<file path="src/rtl/traffic_monitor_if.sv">
// traffic_monitor_if: car/walker light bus as seen by the passive monitor, plus its report outputs.
// master = stimulus/controller side, slave = the monitor itself.
interface traffic_monitor_if;
    logic        i_clear;
    logic [3:0]  i_car_traffic;
    logic [1:0]  i_walker_traffic;
    logic [2:0]  o_phase;
    logic        o_err_code;
    logic        o_err_seq;
    logic        o_err_len;
    logic        o_err_conflict;
    logic        o_cycle_done;
    logic [15:0] o_cycle_count;

    modport master (
        output i_clear, i_car_traffic, i_walker_traffic,
        input  o_phase, o_err_code, o_err_seq, o_err_len, o_err_conflict, o_cycle_done, o_cycle_count
    );

    modport slave (
        input  i_clear, i_car_traffic, i_walker_traffic,
        output o_phase, o_err_code, o_err_seq, o_err_len, o_err_conflict, o_cycle_done, o_cycle_count
    );
endinterface

</file>
<file path="src/rtl/traffic_monitor.sv">
// traffic_monitor: passive checker of light codes, phase order, phase lengths and car/walker conflicts.
// Define TRAFFIC_MON_WALKER_CHECK_EN to also check the walker pattern during car RED.
module traffic_monitor #(
    parameter int GREEN_LEN  = 20,
    parameter int YELLOW_LEN = 2,
    parameter int LEFT_LEN   = 10,
    parameter int RED_LEN    = 34,
`ifdef TRAFFIC_MON_WALKER_CHECK_EN
    parameter int WGREEN_LEN = 14,
    parameter int BLINK_LEN  = 6,
`endif
    parameter int LEN_W      = 8
) (
    input  logic             clk,
    input  logic             reset,
    traffic_monitor_if.slave mon
);
    typedef enum logic [2:0] {
        PH_IDLE     = 3'd0,
        PH_GREEN    = 3'd1,
        PH_YELLOW_A = 3'd2,
        PH_LEFT     = 3'd3,
        PH_YELLOW_B = 3'd4,
        PH_RED      = 3'd5
    } phase_e;

    localparam logic [3:0] CAR_NONE   = 4'b0000;
    localparam logic [3:0] CAR_GREEN  = 4'b0001;
    localparam logic [3:0] CAR_LEFT   = 4'b0010;
    localparam logic [3:0] CAR_YELLOW = 4'b0100;
    localparam logic [3:0] CAR_RED    = 4'b1000;
    localparam logic [1:0] WLK_NONE   = 2'b00;
    localparam logic [1:0] WLK_GREEN  = 2'b01;
    localparam logic [1:0] WLK_RED    = 2'b10;

    phase_e           state_q, state_d, target_s;
    logic [LEN_W-1:0] cnt_q, cnt_d;
    logic             aligned_q, aligned_d;
    logic             err_code_q, err_code_d, err_seq_q, err_seq_d;
    logic             err_len_q, err_len_d, err_conf_q, err_conf_d;
    logic             done_q, done_d;
    logic [15:0]      count_q, count_d;
    logic             code_ok_s, car_none_s, hold_s, step_ok_s, conflict_s, walk_err_s;

    function automatic logic [LEN_W-1:0] phase_len(input phase_e p);
        case (p)
            PH_GREEN:                 phase_len = LEN_W'(GREEN_LEN);
            PH_YELLOW_A, PH_YELLOW_B: phase_len = LEN_W'(YELLOW_LEN);
            PH_LEFT:                  phase_len = LEN_W'(LEFT_LEN);
            PH_RED:                   phase_len = LEN_W'(RED_LEN);
            default:                  phase_len = {LEN_W{1'b0}};
        endcase
    endfunction

    // Classify the sampled codes and resolve the phase the car code names
    always_comb begin
        code_ok_s  = 1'b0;
        conflict_s = 1'b0;
        target_s   = PH_IDLE;
        car_none_s = (mon.i_car_traffic == CAR_NONE);
        case (mon.i_car_traffic)
            CAR_NONE: begin
                code_ok_s = (mon.i_walker_traffic == WLK_NONE);
                target_s  = PH_IDLE;
            end
            CAR_GREEN: begin
                code_ok_s  = (mon.i_walker_traffic != 2'b11);
                conflict_s = (mon.i_walker_traffic != WLK_RED);
                target_s   = PH_GREEN;
            end
            CAR_YELLOW: begin
                code_ok_s  = (mon.i_walker_traffic != 2'b11);
                conflict_s = (mon.i_walker_traffic != WLK_RED);
                target_s   = (state_q == PH_GREEN || state_q == PH_YELLOW_A) ? PH_YELLOW_A : PH_YELLOW_B;
            end
            CAR_LEFT: begin
                code_ok_s  = (mon.i_walker_traffic != 2'b11);
                conflict_s = (mon.i_walker_traffic != WLK_RED);
                target_s   = PH_LEFT;
            end
            CAR_RED: begin
                code_ok_s = (mon.i_walker_traffic != 2'b11);
                target_s  = PH_RED;
            end
            default: begin
                code_ok_s = 1'b0;
                target_s  = PH_IDLE;
            end
        endcase
        hold_s    = (target_s == state_q);
        step_ok_s = (state_q == PH_GREEN    && target_s == PH_YELLOW_A) ||
                    (state_q == PH_YELLOW_A && target_s == PH_LEFT)     ||
                    (state_q == PH_LEFT     && target_s == PH_YELLOW_B) ||
                    (state_q == PH_YELLOW_B && target_s == PH_RED)      ||
                    (state_q == PH_RED      && target_s == PH_GREEN);
    end

    // Next phase, length counter, alignment and sticky error flags
    always_comb begin
        state_d    = state_q;
        cnt_d      = cnt_q;
        aligned_d  = aligned_q;
        err_code_d = err_code_q;
        err_seq_d  = err_seq_q;
        err_len_d  = err_len_q;
        err_conf_d = err_conf_q;
        done_d     = 1'b0;
        count_d    = count_q;
        if (mon.i_clear) begin
            state_d    = PH_IDLE;
            cnt_d      = {LEN_W{1'b0}};
            aligned_d  = 1'b0;
            err_code_d = 1'b0;
            err_seq_d  = 1'b0;
            err_len_d  = 1'b0;
            err_conf_d = 1'b0;
            count_d    = 16'd0;
        end else begin
            err_conf_d = err_conf_q | conflict_s;
            if (!code_ok_s) begin
                err_code_d = 1'b1;
            end else if (car_none_s) begin
                state_d   = PH_IDLE;
                cnt_d     = LEN_W'(1);
                aligned_d = 1'b0;
            end else if (hold_s) begin
                cnt_d     = (cnt_q == {LEN_W{1'b1}}) ? cnt_q : cnt_q + LEN_W'(1);
                err_len_d = err_len_q | (aligned_q && cnt_q == phase_len(state_q));
            end else if (state_q == PH_IDLE) begin
                // LEFT cannot start a sequence; anything else enters unaligned
                state_d   = (target_s == PH_LEFT) ? PH_IDLE : target_s;
                cnt_d     = LEN_W'(1);
                err_seq_d = err_seq_q | (target_s == PH_LEFT);
            end else begin
                state_d   = target_s;
                cnt_d     = LEN_W'(1);
                err_len_d = err_len_q | (aligned_q && cnt_q != phase_len(state_q));
                aligned_d = step_ok_s;
                err_seq_d = err_seq_q | !step_ok_s;
                if (step_ok_s && state_q == PH_RED) begin
                    done_d  = 1'b1;
                    count_d = (count_q == 16'hFFFF) ? count_q : count_q + 16'd1;
                end else begin
                    done_d  = 1'b0;
                end
            end
        end
    end

    // State and report registers
    always_ff @(posedge clk or posedge reset) begin
        if (reset) begin
            state_q    <= PH_IDLE;
            cnt_q      <= {LEN_W{1'b0}};
            aligned_q  <= 1'b0;
            err_code_q <= 1'b0;
            err_seq_q  <= 1'b0;
            err_len_q  <= 1'b0;
            err_conf_q <= 1'b0;
            done_q     <= 1'b0;
            count_q    <= 16'd0;
        end else begin
            state_q    <= state_d;
            cnt_q      <= cnt_d;
            aligned_q  <= aligned_d;
            err_code_q <= err_code_d;
            err_seq_q  <= err_seq_d;
            err_len_q  <= err_len_d | walk_err_s;
            err_conf_q <= err_conf_d;
            done_q     <= done_d;
            count_q    <= count_d;
        end
    end

`ifdef TRAFFIC_MON_WALKER_CHECK_EN
    typedef enum logic [1:0] {
        WS_PRE   = 2'd0,
        WS_GREEN = 2'd1,
        WS_BLINK = 2'd2,
        WS_POST  = 2'd3
    } wstage_e;

    wstage_e          wstage_q, wstage_d, wstage_cur_s;
    logic [LEN_W-1:0] wcnt_q, wcnt_d, wcnt_cur_s;
    logic [1:0]       wblink_exp_s;
    logic             wdev_s;

    // Walker pattern tracker during car RED; it restarts on every RED entry
    always_comb begin
        wstage_cur_s = (state_q == PH_RED) ? wstage_q : WS_PRE;
        wcnt_cur_s   = (state_q == PH_RED) ? wcnt_q : {LEN_W{1'b0}};
        wblink_exp_s = wcnt_cur_s[0] ? WLK_GREEN : WLK_NONE;
        wstage_d     = wstage_q;
        wcnt_d       = wcnt_q;
        wdev_s       = 1'b0;
        if (code_ok_s && mon.i_car_traffic == CAR_RED) begin
            wstage_d = wstage_cur_s;
            wcnt_d   = wcnt_cur_s;
            case (wstage_cur_s)
                WS_PRE: begin
                    if (mon.i_walker_traffic == WLK_GREEN) begin
                        wstage_d = WS_GREEN;
                        wcnt_d   = LEN_W'(1);
                    end else begin
                        wdev_s = (mon.i_walker_traffic != WLK_RED);
                    end
                end
                WS_GREEN: begin
                    if (mon.i_walker_traffic == WLK_GREEN && wcnt_cur_s < LEN_W'(WGREEN_LEN)) begin
                        wcnt_d = wcnt_cur_s + LEN_W'(1);
                    end else if (mon.i_walker_traffic == WLK_NONE && wcnt_cur_s == LEN_W'(WGREEN_LEN)) begin
                        wstage_d = WS_BLINK;
                        wcnt_d   = LEN_W'(1);
                    end else begin
                        wdev_s = 1'b1;
                    end
                end
                WS_BLINK: begin
                    if (wcnt_cur_s == LEN_W'(BLINK_LEN)) begin
                        wstage_d = WS_POST;
                        wdev_s   = (mon.i_walker_traffic != WLK_RED);
                    end else if (mon.i_walker_traffic == wblink_exp_s) begin
                        wcnt_d = wcnt_cur_s + LEN_W'(1);
                    end else begin
                        wdev_s = 1'b1;
                    end
                end
                WS_POST:  wdev_s   = (mon.i_walker_traffic != WLK_RED);
                default:  wstage_d = WS_PRE;
            endcase
        end else if (code_ok_s && !car_none_s && state_q == PH_RED) begin
            wdev_s = (wstage_q != WS_POST);
        end else begin
            wdev_s = 1'b0;
        end
    end

    // Walker tracker registers
    always_ff @(posedge clk or posedge reset) begin
        if (reset) begin
            wstage_q <= WS_PRE;
            wcnt_q   <= {LEN_W{1'b0}};
        end else if (mon.i_clear) begin
            wstage_q <= WS_PRE;
            wcnt_q   <= {LEN_W{1'b0}};
        end else begin
            wstage_q <= wstage_d;
            wcnt_q   <= wcnt_d;
        end
    end

    assign walk_err_s = aligned_q & wdev_s & ~mon.i_clear;
`else
    assign walk_err_s = 1'b0;
`endif

    assign mon.o_phase        = state_q;
    assign mon.o_err_code     = err_code_q;
    assign mon.o_err_seq      = err_seq_q;
    assign mon.o_err_len      = err_len_q;
    assign mon.o_err_conflict = err_conf_q;
    assign mon.o_cycle_done   = done_q;
    assign mon.o_cycle_count  = count_q;
endmodule

</file>
<file path="src/flat_wrapper.sv">
// flat-port wrapper written by rule: the top's interface ports become plain ports
module traffic_monitor_flat 
#(
    parameter int GREEN_LEN  = 20,
    parameter int YELLOW_LEN = 2,
    parameter int LEFT_LEN   = 10,
    parameter int RED_LEN    = 34,

    parameter int LEN_W      = 8
)
  (clk, reset, mon_i_clear, mon_i_car_traffic, mon_i_walker_traffic, mon_o_phase, mon_o_err_code, mon_o_err_seq, mon_o_err_len, mon_o_err_conflict, mon_o_cycle_done, mon_o_cycle_count);
  traffic_monitor_if mon_i ();
  input  logic clk;
  input  logic reset;
  input wire logic [$bits(mon_i.i_clear)-1:0] mon_i_clear;
  input wire logic [$bits(mon_i.i_car_traffic)-1:0] mon_i_car_traffic;
  input wire logic [$bits(mon_i.i_walker_traffic)-1:0] mon_i_walker_traffic;
  output wire logic [$bits(mon_i.o_phase)-1:0] mon_o_phase;
  output wire logic [$bits(mon_i.o_err_code)-1:0] mon_o_err_code;
  output wire logic [$bits(mon_i.o_err_seq)-1:0] mon_o_err_seq;
  output wire logic [$bits(mon_i.o_err_len)-1:0] mon_o_err_len;
  output wire logic [$bits(mon_i.o_err_conflict)-1:0] mon_o_err_conflict;
  output wire logic [$bits(mon_i.o_cycle_done)-1:0] mon_o_cycle_done;
  output wire logic [$bits(mon_i.o_cycle_count)-1:0] mon_o_cycle_count;
  assign mon_i.i_clear = mon_i_clear;
  assign mon_i.i_car_traffic = mon_i_car_traffic;
  assign mon_i.i_walker_traffic = mon_i_walker_traffic;
  assign mon_o_phase = mon_i.o_phase;
  assign mon_o_err_code = mon_i.o_err_code;
  assign mon_o_err_seq = mon_i.o_err_seq;
  assign mon_o_err_len = mon_i.o_err_len;
  assign mon_o_err_conflict = mon_i.o_err_conflict;
  assign mon_o_cycle_done = mon_i.o_cycle_done;
  assign mon_o_cycle_count = mon_i.o_cycle_count;
  traffic_monitor #(.GREEN_LEN(GREEN_LEN), .YELLOW_LEN(YELLOW_LEN), .LEFT_LEN(LEFT_LEN), .RED_LEN(RED_LEN), .LEN_W(LEN_W)) u_core (.clk(clk), .reset(reset), .mon(mon_i));
endmodule
</file>
<file path="config.mk">
export PLATFORM = sky130hd
export DESIGN_NAME = traffic_monitor_flat
export DESIGN_NICKNAME = d
export VERILOG_FILES = /design/src/rtl/traffic_monitor_if.sv /design/src/rtl/traffic_monitor.sv /design/src/flat_wrapper.sv
export SDC_FILE = /design/constraint.sdc
export NUM_CORES = 1
export LEC_CHECK = 0
export ABC_AREA = 1
export BUFFER_PORTS_ARGS = -buffer_cell sky130_fd_sc_hd__buf_2
export CORE_MARGIN = 2
export CORE_UTILIZATION = 50
export CTS_CLUSTER_DIAMETER = 150
export DETAILED_ROUTE_END_ITERATION = 10
export PLACE_DENSITY = 0.77
export SLEW_MARGIN = 0
export SYNTH_ARGS = -nofsm -noshare
export SYNTH_HDL_FRONTEND = slang
export SYNTH_SLANG_ARGS = --single-unit
</file>
<file path="constraint.sdc">
create_clock -name clk -period 4.11 [get_ports clk]
set_input_delay 0.2055 -clock clk [delete_from_list [all_inputs] [get_ports clk]]
set_output_delay 0.2055 -clock clk [all_outputs]
set_load 0.1 [all_outputs]
</file>
==> out/results.ini, run 1 <==
[synth]
synth_seq_cells = 33
synth.avg_cell_area_um2 = 6.83
synth_warnings = 0
synth_fp_nets = 367
netlist_area_um2 = 2430
synth_cell_types = 30
synth_seq_area_share = 0.340
syn-instance-count = 356

[flow_run]
maxCapViolCount = 0

[worst_setup_path]
crit_arrival_ps = 2580
rrSetupSlack_ps = 1690
crit-reg2reg-launch = u_core.mon.o_phase[1]
worstPathRequired_ps = 4270
cp-startpoint = u_core.mon.o_phase[1]
critPathLaunchType = flip-flop
crit_path_max_fanout = 12
r2r_cells = 13
worst_setup_path_end_kind = flip-flop
critPathKind = reg2reg
r2r-end = u_core.cnt_q[3]

[floorplan]
fp.dieW_um = 73.7
num_io_pins = 33
die_h_um = 73.7
start_util = 0.518
die-area_um2 = 5440
coreArea_um2 = 4690
rows = 25

[placement]
gp_congestion = 0.885
place_area_um2 = 2600
port_buffers = 32
dpl.hpwl_mm = 4.17
dpl.cell_count = 432

[power]
ir_drop_uv = 140
p_leak_nw = 1.52
finalPower_mw = 0.756
powerDensity_nw_per_um2 = 282

[global_routing]
antenna_found_initial = 0
grt_use_total = 0.215
grt_start_max_net_pins = 34
grt_pass1_wl_mm = 9.12
overflow = 0
grt_pass1_vias = 1993

[timing]
max_freq_ghz = 0.413
final-setup-viol-count = 0
maxSlewHeadroom = 0.530
hold_viol = 11
tightest_slew_ps = 700
finalClockSkew_ps = 9.01
hold_slack_ps = -2.47
slew_violations = 0
fin_crit_sh = 0.589
grt_setup_unrepaired = false
finalSetupTns_ps = 0
period_needed_ps = 2420

[route]
viasPerCell = 5.29
final_antenna_net_count = 0
drtPass1Iterations = 5
wl_per_cell_um = 12.8
finalWirelength_mm = 5.62
drc = 0
vias = 2328
drt_iter0_drc = 194

[finish]
instances_no_fill = 440
antenna_cells = 0
stdcell_area_um2 = 2680
nets = 396
drive_gt1_frac = 0.184
syn2layout_area_growth_pct = 10.3

[clocking]
cts_sinks = 33
cts_tree = done
root_buffer = clkbuf_8
cts-resized-gates = 0
clk_pin_slew_worst_paths_ps = 70
clockBufferDepth = 2
post_cts_buffers = 0
cts-hold-fix-buffers = 0
cts_buffers = 5
cts_max_level = 2
insertion_delay_ps = 290

[outcome]
violations = hold timing
status = finished, violations left

[min_path]
hold_path_class = in2async

## per-stage QoR
stage                     worst slack [ps]  utilization  hold slack [ps]
after floorplan                       1590            -              334
after global placement                1760        0.554              316
after detailed placement              1740        0.554              323
after global routing                  1490        0.571             48.1
final                                 1690        0.571            -2.47
after CTS                             1710        0.571             8.97
## layer usage
| layer | global-route usage | share of wire | up-vias |
|---|---|---|---|
| met5 | 0 | 0 | - |
| met4 | 0.0626 | 0.016 | 0 |
| met3 | 0.0398 | 0.047 | 10 |
| met2 | 0.316 | 0.45 | 64 |
| met1 | 0.320 | 0.48 | 1067 |
| li1 | - | - | 1187 |
## logic make-up after synthesis
family                   count (synthesis)  share of synthesized area
flip-flops                              33                      0.340
XOR/XNOR                                20                     0.0721
AO/OA/AOI/OAI                           21                     0.0535
AND/OR/NAND/NOR                        222                      0.423
adder cells (fa/ha/maj)                  2                     0.0103
buffers and inverters                   58                      0.101
## cell usage after synthesis (all sizes together)
cell type,number,area (µm²)
nand4,6,43.8
a31oi,1,6.26
o21ai,13,80.1
a21oi,5,25.0
nor3,5,25.0
xor2,20,175
o22ai,2,18.8
nor2,34,148
nand3b,1,7.51
buf,7,52.5
nor4,3,18.8
clkbuf,4,15.0
inv,46,175
clkinv,1,3.75
nand3,61,340
dfrtp,33,826
ha,2,25.0
nand2,112,445
## cell type report
type	count	area, µm²
inverters	47	179
clock inverters	2	10.0
fillers	450	2010
clock buffers	6	72.6
flip-flops and latches	33	826
multi-input cells	265	1360
well taps	54	67.6
repair buffers	33	168
## layout by cell type, fill, tap and decap left out, types with 4 or more instances in the layout
| cell | instances |
|---|---|
| buf_2 | 32 |
| a21oi_1 | 5 |
| dfrtp_1 | 33 |
| nor2_1 | 30 |
| nor3_1 | 5 |
| nand4_1 | 5 |
| nand3_2 | 7 |
| nand2_1 | 102 |
| clkbuf_8 | 5 |
| inv_1 | 42 |
| nand3_1 | 54 |
| o21ai_2 | 4 |
| nand2_2 | 10 |
| o21ai_0 | 5 |
| o21ai_1 | 4 |
| xor2_1 | 20 |
## worst max path at each step
stage / end / slack, ps
after floorplan: u_core.mon.o_cycle_count[13] / 1590
after CTS: u_core.cnt_q[3] / 1710
final: u_core.cnt_q[3] / 1690
after global placement: u_core.cnt_q[0] / 1760
after detailed placement: u_core.cnt_q[3] / 1740
after global routing: u_core.cnt_q[0] / 1490
## registers in the layout, summed over array words and instances (netlist names)
register and flops:
u_core.mon.o_err_seq 1, u_core.mon.o_cycle_count 16, u_core.mon.o_err_len 1, u_core.mon.o_err_code 1
u_core.mon.o_cycle_done 1, u_core.mon.o_phase 3, u_core.cnt_q 8, u_core.mon.o_err_conflict 1
u_core.aligned_q 1
## power breakdown
group          internal [mW]  switching, mW
clock network          0.117          0.121
logic                 0.0402          0.131
registers              0.334         0.0125
## critical path, cell delays in order (launching register included)
cell     delay, ps
dfrtp_1        570
inv_4           80
nand3_2        120
nand2_1         70
nand2_1         90
nand2_2         80
nand2_2         80
nand3_2         60
nor2_2         380
nand2_2        110
nand2_2        210
nand2_2        250
nand2_1        140
o21ai_2         60
Note: power is estimated with default switching activity, not from simulation.
==> inputs of run 2 (changes only) <==
- clock period: 4.11 -> 2.35 ns (I/O delays scaled with it)
==> out/results.ini, run 2 (synthesis results as in run 1) <==
[outcome]
status = completed

[timing]
grt_setup_unrepaired = false
maxSlewHeadroom = 0.407  ; -0.124
finalSetupTns_ps = 0  ; unchanged
period_needed_ps = 1990  ; -427 ps
hold_slack_ps = 10.4  ; +12.9 ps
max_freq_ghz = 0.502  ; +21%
finalClockSkew_ps = 7.35  ; -1.65 ps
slew_violations = 0  ; unchanged
final-setup-viol-count = 0  ; unchanged
fin_crit_sh = 0.848  ; +0.259
hold_viol = 0  ; -11
tightest_slew_ps = 889  ; +189 ps

[route]
finalWirelength_mm = 5.51  ; -1.8%
vias = 2323  ; -0.21%
viasPerCell = 5.22  ; -1.3%
drtPass1Iterations = 4  ; -1
drt_iter0_drc = 173  ; -11%
final_antenna_net_count = 0  ; unchanged
drc = 0  ; unchanged
wl_per_cell_um = 12.4  ; -2.9%

[global_routing]
grt_start_max_net_pins = 25  ; -26%
grt_pass1_vias = 2018  ; +1.3%
grt_use_total = 0.218  ; +0.00308
overflow = 0  ; unchanged
grt_pass1_wl_mm = 9.29  ; +1.9%
antenna_found_initial = 0  ; unchanged

[finish]
final_cell_mix = nand2_1 (102), nand3_1 (54), inv_1 (42), buf_2 (32), nor2_1 (30)
multi_input_area_um2 = 1360  ; unchanged
antenna_cells = 0  ; unchanged
drive_gt1_frac = 0.210  ; +0.0258
largest_reg_flops = 16  ; unchanged
final_common_cell = nand2_1
syn2layout_area_growth_pct = 14.2
fin_util = 0.592  ; +0.0203
nFillCells = 443  ; -1.6%
seq_area_um2 = 832  ; +0.76%
instances_no_fill = 445  ; +1.1%
nets = 401  ; +1.3%

[worst_setup_path]
r2r-end = u_core.mon.o_cycle_count[12]
r2r_cells = 9  ; -4
rrSetupSlack_ps = 360  ; -1330 ps
worstPathRequired_ps = 2530  ; -1740 ps
path_cells = ha_1, nand3_1, inv_1, nand2_1, nor2_1, o21ai_0, nand4_2, nand2_1, nand2_1
cpMostUsedCell = nand2_1
crit_arrival_ps = 2170  ; -410 ps
worst_setup_path_end_kind = flip-flop
crit_path_top_delay_cell = dfrtp_2
crit_path_max_fanout = 16  ; +4
crit-reg2reg-launch = u_core.mon.o_cycle_count[0]
critPathKind = reg2reg
max_stage_delay_ps = 440  ; -130 ps
critPathLaunchType = flip-flop

[placement]
port_buffers = 32  ; unchanged
dpl.hpwl_mm = 4.13  ; -1.1%
dpl.cell_count = 437  ; +1.2%
gp_congestion = 0.893  ; +0.93%

[min_path]
hold_path_class = in2async

[power]
switching_share = 0.302  ; -0.0476
clkPwrFrac = 0.412  ; +0.096
switchingPower_mw = 0.470  ; +78%
power.internal_mw = 1.09  ; +120%
finalPower_mw = 1.56  ; +110%
ir_drop_uv = 368  ; +160%
p_seq_frac = 0.390  ; -0.068
power_frac_comb = 0.199  ; -0.027
p_leak_nw = 1.56  ; +2.6%
powerDensity_nw_per_um2 = 560  ; +99%

[floorplan]
rows = 25  ; unchanged
start_util = 0.518  ; unchanged
die_h_um = 73.7  ; unchanged
fp.dieW_um = 73.7  ; unchanged
die-area_um2 = 5440  ; unchanged
num_io_pins = 33  ; unchanged
coreArea_um2 = 4690  ; unchanged

[clocking]
insertion_delay_ps = 290  ; about the same
cts_sinks = 33  ; unchanged
post_cts_buffers = 0  ; unchanged
cts_buffers = 5  ; unchanged
clk_pin_slew_worst_paths_ps = 70  ; about the same
root_buffer = clkbuf_8
cts_max_level = 2  ; unchanged
cts-resized-gates = 0  ; unchanged
clockBufferDepth = 2  ; unchanged
cts_tree = done
cts-hold-fix-buffers = 0  ; unchanged

[flow_run]
maxCapViolCount = 0  ; unchanged

run 2: through the flow:
stage	setup slack (ps)	area (µm²)
global route	153	2780
detailed placement	365	2640
finish	357	2780
floorplan	33.5	2440
global placement	441	2640
CTS	351	2780
run 2: cell type report:
class,count,area share
multi-input combinational,265,0.489
sequential,33,0.300
timing repair buffer,38,0.0739
inverter,47,0.0644
clock buffer,5,0.0248
tap,54,0.0243
clock inverter,3,0.0234
run 2: worst max-delay path, delay by kind of cell, from the launching register on:
kind	cells	cell delay [ps]
adders and majority gates	1	260
DFF	1	440
AOI/OAI and AO/OA	1	190
buffers and inverters	1	70
and+or+nand+nor	6	930
run 2: layer usage:
layer  wire length [µm]  track usage  vias up
met2               2490        0.331       52
met1               2770        0.315     1059
li1                   -            -     1207
met3                211       0.0494        5
met5                  0            0        -
met4                 46       0.0505        0
run 2: worst max path at each step:
stage                                      startpoint                           end  slack, ps
after global routing      u_core.mon.o_cycle_count[0]  u_core.mon.o_cycle_count[13]        150
after CTS                 u_core.mon.o_cycle_count[0]   u_core.mon.o_cycle_count[6]        350
final                     u_core.mon.o_cycle_count[0]  u_core.mon.o_cycle_count[12]        360
after detailed placement  u_core.mon.o_cycle_count[0]   u_core.mon.o_cycle_count[2]        370
after global placement          u_core.mon.o_phase[2]  u_core.mon.o_cycle_count[11]        440
after floorplan           u_core.mon.o_cycle_count[2]  u_core.mon.o_cycle_count[13]         30
run 2: power groups by stage:
stage | logic (mW) | clock network, mW | registers [mW]
after global placement | 0.304 | 0 | 0.617
after global routing | 0.342 | 0.685 | 0.609
after floorplan | 0.183 | 0 | 0.680
after CTS | 0.309 | 0.650 | 0.606
final | 0.309 | 0.641 | 0.606
after detailed placement | 0.308 | 0 | 0.617
